`src/rtl/tess_domain_gen.sv`:
```
// Tessellator domain-point generator: turns one patch configuration into a
// valid/ready stream of exact fixed-point domain coordinates.
//   state | meaning
//   IDLE  | waiting for a patch configuration
//   CHECK | cull test and level derivation
//   DIV_U | restoring divide S/Nu (also used for tri level N)
//   DIV_V | restoring divide S/Nv (skipped for tri)
//   GEN   | vertex emission with output backpressure
module tess_domain_gen #(
  parameter int MAX_LEVEL = 64,
  parameter int FRAC_W    = 16,
  parameter int IDX_W     = 16
) (
  input  logic             clk,
  input  logic             rst_n,
  input  logic             cfg_valid,
  output logic             cfg_ready,
  input  logic [1:0]       prim_mode,
  input  logic [31:0]      outer0,
  input  logic [31:0]      outer1,
  output logic [31:0]      coord0,
  output logic [31:0]      coord1,
  output logic [31:0]      coord2,
  output logic [IDX_W-1:0] out_idx,
  output logic             out_last,
  output logic             out_valid,
  input  logic             out_ready,
  output logic             busy,
  output logic             cull_pulse
);

  localparam int CW = FRAC_W + 1;
  localparam int LW = $clog2(MAX_LEVEL + 1);
  localparam int RW = LW + 1;
  localparam int NW = $clog2(FRAC_W + 2);
  localparam logic [CW-1:0] S_ONE = {1'b1, {FRAC_W{1'b0}}};

  localparam logic [2:0] ST_IDLE  = 3'd0;
  localparam logic [2:0] ST_CHECK = 3'd1;
  localparam logic [2:0] ST_DIV_U = 3'd2;
  localparam logic [2:0] ST_DIV_V = 3'd3;
  localparam logic [2:0] ST_GEN   = 3'd4;

  // Round Q16.16 to nearest integer, then clamp into 1..MAX_LEVEL.
  function automatic logic [LW-1:0] level_of(input logic [31:0] raw);
    logic [16:0] l;
    l = 17'((33'(raw) + 33'h0_0000_8000) >> 16);
    if (l == 17'd0) return LW'(1);
    if (l > 17'(MAX_LEVEL)) return LW'(MAX_LEVEL);
    return LW'(l);
  endfunction

  logic [2:0]       state_q, state_d;
  logic [1:0]       mode_q, mode_d;
  logic [31:0]      o0_q, o0_d, o1_q, o1_d;
  logic [LW-1:0]    lvl_u_q, lvl_u_d, lvl_v_q, lvl_v_d;
  logic [CW-1:0]    q_u_q, q_u_d, q_v_q, q_v_d;
  logic [LW-1:0]    r_u_q, r_u_d, r_v_q, r_v_d;
  logic [LW-1:0]    div_rem_q, div_rem_d;
  logic [CW-1:0]    div_quo_q, div_quo_d;
  logic [NW-1:0]    div_cnt_q, div_cnt_d;
  logic [LW-1:0]    on_q, on_d, in_q, in_d;
  logic [CW-1:0]    co_acc_q, co_acc_d, ci_acc_q, ci_acc_d;
  logic [LW-1:0]    co_rem_q, co_rem_d, ci_rem_q, ci_rem_d;
  logic [IDX_W-1:0] idx_q, idx_d;
  logic             done_q, done_d;
  logic [CW-1:0]    coord0_q, coord0_d, coord1_q, coord1_d, coord2_q, coord2_d;
  logic [IDX_W-1:0] out_idx_q, out_idx_d;
  logic             out_last_q, out_last_d, out_valid_q, out_valid_d;
  logic             cull_pulse_q, cull_pulse_d;

  logic             cull;
  logic [LW-1:0]    div_l, div_rem_nx;
  logic             div_bit, div_ge;
  logic [RW-1:0]    div_trial;
  logic [CW-1:0]    div_quo_nx;
  logic [RW-1:0]    ci_sum, co_sum;
  logic             ci_wrap, co_wrap;
  logic [LW-1:0]    ci_rem_nx, co_rem_nx;
  logic [CW-1:0]    ci_acc_nx, co_acc_nx;
  logic [LW-1:0]    outer_max, inner_max;
  logic             is_last, load;

  assign cull = (mode_q == 2'd3) || ($signed(o0_q) <= 32'sd0) ||
                ((mode_q != 2'd0) && ($signed(o1_q) <= 32'sd0));

  // S has a single set bit, so the dividend stream is one '1' followed by zeros.
  assign div_l      = (state_q == ST_DIV_V) ? lvl_v_q : lvl_u_q;
  assign div_bit    = (div_cnt_q == NW'(FRAC_W));
  assign div_trial  = {div_rem_q, div_bit};
  assign div_ge     = (div_trial >= {1'b0, div_l});
  assign div_rem_nx = div_ge ? LW'(div_trial - {1'b0, div_l}) : LW'(div_trial);
  assign div_quo_nx = CW'({div_quo_q, div_ge});

  // Tri reuses the u quotient/remainder for its outer loop (copied into v).
  assign ci_sum    = {1'b0, ci_rem_q} + {1'b0, r_u_q};
  assign ci_wrap   = (ci_sum >= {1'b0, lvl_u_q});
  assign ci_rem_nx = ci_wrap ? LW'(ci_sum - {1'b0, lvl_u_q}) : LW'(ci_sum);
  assign ci_acc_nx = ci_acc_q + q_u_q + CW'(ci_wrap);
  assign co_sum    = {1'b0, co_rem_q} + {1'b0, r_v_q};
  assign co_wrap   = (co_sum >= {1'b0, lvl_v_q});
  assign co_rem_nx = co_wrap ? LW'(co_sum - {1'b0, lvl_v_q}) : LW'(co_sum);
  assign co_acc_nx = co_acc_q + q_v_q + CW'(co_wrap);

  assign outer_max = (mode_q == 2'd2) ? lvl_v_q - LW'(1) : lvl_v_q;
  assign inner_max = (mode_q == 2'd0) ? lvl_u_q - on_q : lvl_u_q;
  assign is_last   = (on_q == outer_max) && (in_q == inner_max);
  assign load      = (state_q == ST_GEN) && !done_q && (!out_valid_q || out_ready);

  always_comb begin
    state_d = state_q;     mode_d = mode_q;       o0_d = o0_q;       o1_d = o1_q;
    lvl_u_d = lvl_u_q;     lvl_v_d = lvl_v_q;     q_u_d = q_u_q;     q_v_d = q_v_q;
    r_u_d = r_u_q;         r_v_d = r_v_q;         div_rem_d = div_rem_q;
    div_quo_d = div_quo_q; div_cnt_d = div_cnt_q; on_d = on_q;       in_d = in_q;
    co_acc_d = co_acc_q;   ci_acc_d = ci_acc_q;   co_rem_d = co_rem_q;
    ci_rem_d = ci_rem_q;   idx_d = idx_q;         done_d = done_q;
    coord0_d = coord0_q;   coord1_d = coord1_q;   coord2_d = coord2_q;
    out_idx_d = out_idx_q; out_last_d = out_last_q; out_valid_d = out_valid_q;
    cull_pulse_d = 1'b0;

    case (state_q)
      ST_IDLE: begin
        if (cfg_valid) begin
          mode_d  = prim_mode;
          o0_d    = outer0;
          o1_d    = outer1;
          state_d = ST_CHECK;
        end
      end
      ST_CHECK: begin
        if (cull) begin
          cull_pulse_d = 1'b1;
          state_d      = ST_IDLE;
        end else begin
          lvl_u_d   = level_of(o0_q);
          lvl_v_d   = (mode_q == 2'd0) ? level_of(o0_q) : level_of(o1_q);
          div_rem_d = '0;
          div_quo_d = '0;
          div_cnt_d = NW'(FRAC_W);
          on_d = '0;      in_d = '0;
          co_acc_d = '0;  ci_acc_d = '0;
          co_rem_d = '0;  ci_rem_d = '0;
          idx_d = '0;     done_d = 1'b0;
          state_d = ST_DIV_U;
        end
      end
      ST_DIV_U, ST_DIV_V: begin
        div_rem_d = div_rem_nx;
        div_quo_d = div_quo_nx;
        div_cnt_d = div_cnt_q - NW'(1);
        if (div_cnt_q == '0) begin
          div_rem_d = '0;
          div_quo_d = '0;
          div_cnt_d = NW'(FRAC_W);
          q_v_d     = div_quo_nx;
          r_v_d     = div_rem_nx;
          if (state_q == ST_DIV_U) begin
            q_u_d   = div_quo_nx;
            r_u_d   = div_rem_nx;
            state_d = (mode_q == 2'd0) ? ST_GEN : ST_DIV_V;
          end else begin
            state_d = ST_GEN;
          end
        end
      end
      ST_GEN: begin
        if (out_valid_q && out_ready && out_last_q) state_d = ST_IDLE;
      end
      default: state_d = ST_IDLE;
    endcase

    if (load) begin
      out_valid_d = 1'b1;
      out_last_d  = is_last;
      out_idx_d   = idx_q;
      idx_d       = idx_q + IDX_W'(1);
      done_d      = is_last;
      if (mode_q == 2'd0) begin
        coord0_d = S_ONE - co_acc_q - ci_acc_q;
        coord1_d = co_acc_q;
        coord2_d = ci_acc_q;
      end else begin
        coord0_d = ci_acc_q;
        coord1_d = co_acc_q;
        coord2_d = '0;
      end
      if (in_q == inner_max) begin
        in_d     = '0;
        ci_acc_d = '0;
        ci_rem_d = '0;
        on_d     = on_q + LW'(1);
        co_acc_d = co_acc_nx;
        co_rem_d = co_rem_nx;
      end else begin
        in_d     = in_q + LW'(1);
        ci_acc_d = ci_acc_nx;
        ci_rem_d = ci_rem_nx;
      end
    end else if (out_valid_q && out_ready) begin
      out_valid_d = 1'b0;
      out_last_d  = 1'b0;
    end
  end

  always_ff @(posedge clk or negedge rst_n) begin
    if (!rst_n) begin
      state_q <= ST_IDLE;  mode_q <= '0;     o0_q <= '0;       o1_q <= '0;
      lvl_u_q <= '0;       lvl_v_q <= '0;    q_u_q <= '0;      q_v_q <= '0;
      r_u_q <= '0;         r_v_q <= '0;      div_rem_q <= '0;  div_quo_q <= '0;
      div_cnt_q <= '0;     on_q <= '0;       in_q <= '0;       co_acc_q <= '0;
      ci_acc_q <= '0;      co_rem_q <= '0;   ci_rem_q <= '0;   idx_q <= '0;
      done_q <= 1'b0;      coord0_q <= '0;   coord1_q <= '0;   coord2_q <= '0;
      out_idx_q <= '0;     out_last_q <= 1'b0; out_valid_q <= 1'b0;
      cull_pulse_q <= 1'b0;
    end else begin
      state_q <= state_d;  mode_q <= mode_d; o0_q <= o0_d;     o1_q <= o1_d;
      lvl_u_q <= lvl_u_d;  lvl_v_q <= lvl_v_d; q_u_q <= q_u_d; q_v_q <= q_v_d;
      r_u_q <= r_u_d;      r_v_q <= r_v_d;   div_rem_q <= div_rem_d;
      div_quo_q <= div_quo_d; div_cnt_q <= div_cnt_d; on_q <= on_d; in_q <= in_d;
      co_acc_q <= co_acc_d; ci_acc_q <= ci_acc_d; co_rem_q <= co_rem_d;
      ci_rem_q <= ci_rem_d; idx_q <= idx_d;  done_q <= done_d;
      coord0_q <= coord0_d; coord1_q <= coord1_d; coord2_q <= coord2_d;
      out_idx_q <= out_idx_d; out_last_q <= out_last_d; out_valid_q <= out_valid_d;
      cull_pulse_q <= cull_pulse_d;
    end
  end

  assign cfg_ready  = (state_q == ST_IDLE);
  assign busy       = (state_q != ST_IDLE);
  assign coord0     = 32'(coord0_q);
  assign coord1     = 32'(coord1_q);
  assign coord2     = 32'(coord2_q);
  assign out_idx    = out_idx_q;
  assign out_last   = out_last_q;
  assign out_valid  = out_valid_q;
  assign cull_pulse = cull_pulse_q;

endmodule
```
`config.mk`:
```
export PLATFORM = sky130hd
export DESIGN_NAME = tess_domain_gen
export DESIGN_NICKNAME = d
export VERILOG_FILES = /design/src/rtl/tess_domain_gen.sv
export SDC_FILE = /design/constraint.sdc
export NUM_CORES = 1
export LEC_CHECK = 0
export BUFFER_PORTS_ARGS = -buffer_cell sky130_fd_sc_hd__buf_2
export CAP_MARGIN = 40
export CORE_ASPECT_RATIO = 1.75
export CORE_MARGIN = 4
export CORE_UTILIZATION = 65
export CTS_CLUSTER_SIZE = 10
export DETAILED_ROUTE_END_ITERATION = 8
export PLACE_DENSITY = 0.85
export SETUP_SLACK_MARGIN = 0.02
export SLEW_MARGIN = 5
export SYNTH_ARGS = -nofsm -noshare
export SYNTH_HDL_FRONTEND = slang
export SYNTH_SLANG_ARGS = --single-unit
```
`constraint.sdc`:
```
create_clock -name clk -period 12.6 [get_ports clk]
set_input_delay 1.26 -clock clk [delete_from_list [all_inputs] [get_ports clk]]
set_output_delay 1.26 -clock clk [all_outputs]
set_load 0.005 [all_outputs]
```
* Yosys cells after proc, flatten, opt, wreduce, memory -nomap -nowiden
Cells that the tools add are included.
** Storage, ports and cells
- Register bits :: 308
- Bits in latches :: 0
- RAM bits :: 0
- ROM bits :: 0
- Input bits :: 70
- Output and inout bits :: 117
- Word-level logic and storage cells :: 176
- Memories :: 0
** Cells by class
- Add/subtract/negate cells :: 19
- Multipliers :: 0
- Divide/modulo/power cells :: 0
- Magnitude comparators :: 7
- Equality and inequality tests :: 14
- Shifts and indexed selects :: 0
- Multiplexer cells :: 78
- Bitwise gates (word level) :: 1
- Reduce and logical (&&, ||, !) cells :: 29
** Operator list (number)
- 2-to-1 mux 7 bit :: 30
- 2-to-1 mux 17 bit :: 10
- adder 32 x 16 -> 33 bit (second input constant) :: 2
- less-or-equal comparator 32 x 1 -> 1 bit (second input constant) :: 2
- 2-to-1 mux 16 bit :: 4
- adder 17 x 1 -> 17 bit :: 2
- adder 17 bit :: 2
- > comparator 17 x 7 -> 1 bit (second input constant) :: 2
- logical NOT 17 bit :: 2
- case mux 16 bit (2 select lines) :: 1
- subtractor 7 bit :: 4
- >= comparator 8 x 7 -> 1 bit :: 3
- 2-to-1 mux 1 bit :: 22
- subtractor 17 bit :: 1
- subtractor 17 bit (first input constant) :: 1
- adder 16 x 1 -> 16 bit (second input constant) :: 1
- adder 7 x 7 -> 8 bit :: 2
- 2-to-1 mux 3 bit :: 5
- adder 7 x 1 -> 7 bit (second input constant) :: 2
- equality test 7 bit :: 2
- case mux 7 bit (2 select lines) :: 1
- case mux 3 bit (4 select lines) :: 1
- 2-to-1 mux 5 bit :: 2
- case mux 5 bit (2 select lines) :: 1
- 22 further kinds :: 43

* Longest topological paths before layout
- Word-level depth :: 11
- Mapped depth :: 25
- Mapped depth without buffers :: 25

* Worst setup path before layout
No wires, ideal clock.
- Path type :: register -> register
- Start point :: register r_v_q[0]
- End point :: register co_acc_q[16]
- Library setup time :: 0.126 ns
- Arrival time :: 4.757 ns
- Required time :: 12.474 ns
- Slack :: 7.717 ns
- Stages on the path, launching flop included :: 26
- Path buffers :: 0
- Clock period less this slack :: 4.883 ns
- Cell sequence :: dfrtp_1 -> ha_1 -> fa_1 -> a21oi_1 -> nor2_1 -> nor2_1 -> xnor2_1 -> ha_1 -> inv_1 -> o21bai_1 -> a21oi_1 -> o21ai_0 -> a21oi_1 -> o21ai_1 -> inv_1 -> fa_1 -> fa_1 -> nor2b_1 -> o31ai_1 -> a211oi_1 -> nor3_1 -> o31ai_1 -> a21oi_1 -> xor2_1 -> nor3_1 -> a221o_1
** Between the ends
- Longest elaborated chain between the ends :: 5
** RTL lines
- from (decl) :: RTL line 58 : logic [LW-1:0] r_u_q, r_u_d, r_v_q, r_v_d;
- from (signal assigned) :: RTL line 218 : r_u_q <= r_u_d; r_v_q <= r_v_d; div_rem_q <= div_rem_d;
- adder 7 x 7 -> 8 bit :: RTL line 100 : assign co_sum = {1'b0, co_rem_q} + {1'b0, r_v_q};
- >= comparator 8 x 7 -> 1 bit :: RTL line 101 : assign co_wrap = (co_sum >= {1'b0, lvl_v_q});
- adder 17 x 1 -> 17 bit :: RTL line 103 : assign co_acc_nx = co_acc_q + q_v_q + CW'(co_wrap);
- 2-to-1 mux 17 bit :: RTL line 187 : if (in_q == inner_max) begin
- 2-to-1 mux 17 bit :: RTL line 172 : if (load) begin
- named net co_acc_d[16] :: RTL line 63 : logic [CW-1:0] co_acc_q, co_acc_d, ci_acc_q, ci_acc_d;
- to (signal assigned) :: RTL line 220 : co_acc_q <= co_acc_d; ci_acc_q <= ci_acc_d; co_rem_q <= co_rem_d;
- to (decl) :: RTL line 63
The timed path passes the listed nets, and every way through them passes these cells.
A chain may end at the register's enable or synchronous reset.

* Worst setup path after layout
- Start point :: register r_u_q[0]
- End point :: register ci_acc_q[16]
** Between the ends
- Longest elaborated chain between the ends :: 5
** RTL lines
- from (decl) :: RTL line 58
- from (signal assigned) :: RTL line 218
- adder 7 x 7 -> 8 bit :: RTL line 96 : assign ci_sum = {1'b0, ci_rem_q} + {1'b0, r_u_q};
- >= comparator 8 x 7 -> 1 bit :: RTL line 97 : assign ci_wrap = (ci_sum >= {1'b0, lvl_u_q});
- adder 17 x 1 -> 17 bit :: RTL line 99 : assign ci_acc_nx = ci_acc_q + q_u_q + CW'(ci_wrap);
- 2-to-1 mux 17 bit :: RTL line 187
- 2-to-1 mux 17 bit :: RTL line 172
- to (signal assigned) :: RTL line 220
- to (decl) :: RTL line 63
No other way between the ends.

==> results.cfg <==
[layout]
areaGrowthSynthToFinish_pct = 10.3
layout-drive-gt1-share_pct = 16.4
final_cell_mix = dfrtp_1 (308), nand2_1 (216), o21ai_0 (161)
design_area_sq_um = 19600
fillers = 1991
final_util_pct = 73.0
regArea_sq_um = 7710
final_common_cell = dfrtp_1
nets = 2137
multi_input_area_sq_um = 9200
num_antenna_cells = 0

[placed_design]
place.gp.congestion = 0.909
portBuffers = 141
dp_hpwl_microns = 30800
dpl_cell_area_sq_um = 18600

[setup_path]
crit_arrival_ns = 6.28
crit_path_frequent_cell = fa_1
end_kind = flop
cp_slowest_cell = o41ai_1
slowest_delay_ns = 0.68
critPathMaxFanout = 8
cp_top_family = compound AO/OA/AOI/OAI gates
path_buf_inv = 1
cp.required_ns = 12.99
path_cells = ha_1 -> fa_1 -> xor2_1 -> ha_1 -> nor2b_1 -> o21ai_0 -> a21boi_0 -> o21a_1 -> o21ai_0 -> nand2_1 -> inv_1 -> fa_1 -> fa_1 -> nor2b_1 -> o31a_1 -> o31a_1 -> o41ai_1 -> o2111ai_1 -> o211ai_1 -> xnor2_1 -> o311ai_0
critical_path_class = flop to flop
startpoint_type = flop

[synth]
ys_warn_count = 0
synthArstFlopShare_pct = 100
synth_cell_types = 72
synth-adder-area-share_pct = 8.93
yosys-mux-area-fraction_pct = 7.43
synth_area_per_cell_sq_um = 9.66
syn-cell-area_sq_um = 17700
synth_top_family_by_area = compound AO/OA/AOI/OAI gates
synth-simple-area-share_pct = 14.1
yosysSeqAreaShare_pct = 43.5
netlist_instances = 1835
synth-seq-cells = 308
synth-compound-area-share_pct = 15.1
synth_edf_count = 0
synth_ff_type = dfrtp_1
synth_xor_xnor_area_share_pct = 5.19

[global_route]
grt_usage_pct = 28.5
antenna_found_initial = 0
grt_pass1_vias = 14500
grt_pass1_wl_microns = 69900
grt_max_degree = 150
grt-ovfl-total = 0

[power_and_ir_drop]
leakage_nw = 9.22
ir_worst_vdd_v = 0.000202
power_density_nw_per_um2 = 263

[drt]
dr.pass1.iters = 5
drt_iter0_markers = 735
vias = 14000
viasPerCell = 6.06
drt-wirelength-per-cell_microns = 18.3
ant_nets = 0
drc_errors = 0
drt_wl_total_microns = 42400

[floorplan]
die_y_microns = 226
rows = 79
ios = 187
start_util_pct = 66.2
core-area_sq_um = 26800
dieWidth_microns = 133
die-area_sq_um = 30100

[cts]
cts_tree = built
htreeDepth = 2
clock-root-buffer = clkbuf_16
postCtsHoldBufs = 0
cts_buffer_depth = 3
clk_latency_ns = 0.53
cts_resized = 0
post_cts_buffers = 0
clock_sinks = 308
cts_buffers = 36
clk_pin_slew_worst_paths_ns = 0.06

[sta]
tns_ns = 0
relSlewSlack_pct = 25.1
worst_pin_slew_ns = 1.12
layout_min_cycle_time_ns = 5.90
skew_ns = 0.0170
finalSetupViolations = 0
grt_setup_unrepaired = no
min_period_over_period_pct = 46.8
final-hold-violation-count = 0
max_freq_mhz = 170
drv_slew = 0

[hold_path]
min_path_type = flop to flop

[flow_run]
max_cap_violations = 0

[run_status]
status = finished clean
[worst min-delay path: stages, from the launching register on]
cell,delay (ns)
dfrtp_1,0.33
nand2_1,0.05
o31ai_1,0.05
[cell usage after synthesis, types with 13 or more instances]
cell type	instances	area, sq um
o21a_1	19	143
nand2_1	216	811
nor2b_1	16	100
nor2_1	84	315
xor2_1	49	429
a31oi_1	13	81.3
nand3_1	72	360
nor4_1	23	144
nand4_1	24	150
mux2i_1	18	180
buf_4	45	338
a22o_1	17	149
nand2b_1	15	93.8
dfrtp_1	308	7710
and3_1	15	93.8
nor3_1	32	160
ha_1	109	1360
o31ai_1	30	225
inv_1	98	368
o21ai_0	162	811
a21o_1	20	150
mux2_2	101	1140
clkbuf_1	68	255
xnor2_1	56	490
a21oi_1	72	360
[final timing paths]
kind                        startpoint  cells after the start  slack [ns]            to
setup reg to reg              r_u_q[0]                     21        6.70  ci_acc_q[16]
max in group asynchronous        rst_n                      2       10.31   out_idx[10]
setup / recovery              r_u_q[0]                     21        6.70  ci_acc_q[16]
hold / removal             coord2_q[2]                      2        0.47   coord2_q[2]
hold reg to reg            coord2_q[2]                      2        0.47   coord2_q[2]
min in group asynchronous        rst_n                      1        0.86   coord1_q[1]
[per-layer routing]
layer  wire [microns]  track usage [%]  vias up
li1                 -                -     6625
met1            15400             30.0     6791
met2            22400             53.1      453
met3             1800             3.77      165
met4             2810             18.4        0
met5                0                0        -
[logic make-up after synthesis]
logic type / Yosys count
simple gates: 531
compound gates: 426
flops: 308
buf+inv: 225
fa+ha+maj: 120
mux: 119
xor+xnor: 105
other cells: 1
[stage by stage]
step | hold slack (ns) | instances | power [mW] | setup WS [ns]
6_report | 0.467 | 2314 | 5.14 | 6.70
3_3_place_gp | 0.455 | 2269 | 4.11 | 6.90
2_1_floorplan | 0.447 | 1879 | 3.52 | 7.72
3_5_place_dp | 0.459 | 2273 | 4.23 | 6.84
5_1_grt | 0.488 | 2314 | 5.56 | 6.20
4_1_cts | 0.471 | 2314 | 5.15 | 6.72
[sequential cells by signal, indices dropped and copies added, names as in the netlist, 16 cells and up]
name       flops
ci_acc_q      17
co_acc_q      17
coord0_q      17
coord1_q      17
coord2_q      17
div_quo_q     16
idx_q         16
o0_q          32
o1_q          32
out_idx       16
q_u_q         17
q_v_q         17
[cell type report]
| class | instances | share of cell area [%] |
|---|---|---|
| Clock inverter | 2 | 0.0896 |
| Clock buffer | 39 | 4.77 |
| Inverter | 99 | 1.90 |
| Tap cell | 364 | 2.33 |
| Sequential cell | 308 | 39.4 |
| Timing Repair Buffer | 156 | 4.43 |
| Multi-Input combinational cell | 1346 | 47.1 |
[where the power goes]
group	internal (mW)	switching, mW
combinational	1.13	1.41
sequential	1.35	0.349
clock	0.519	0.381
total	3.00	2.14
(Power assumes the default switching activity.)
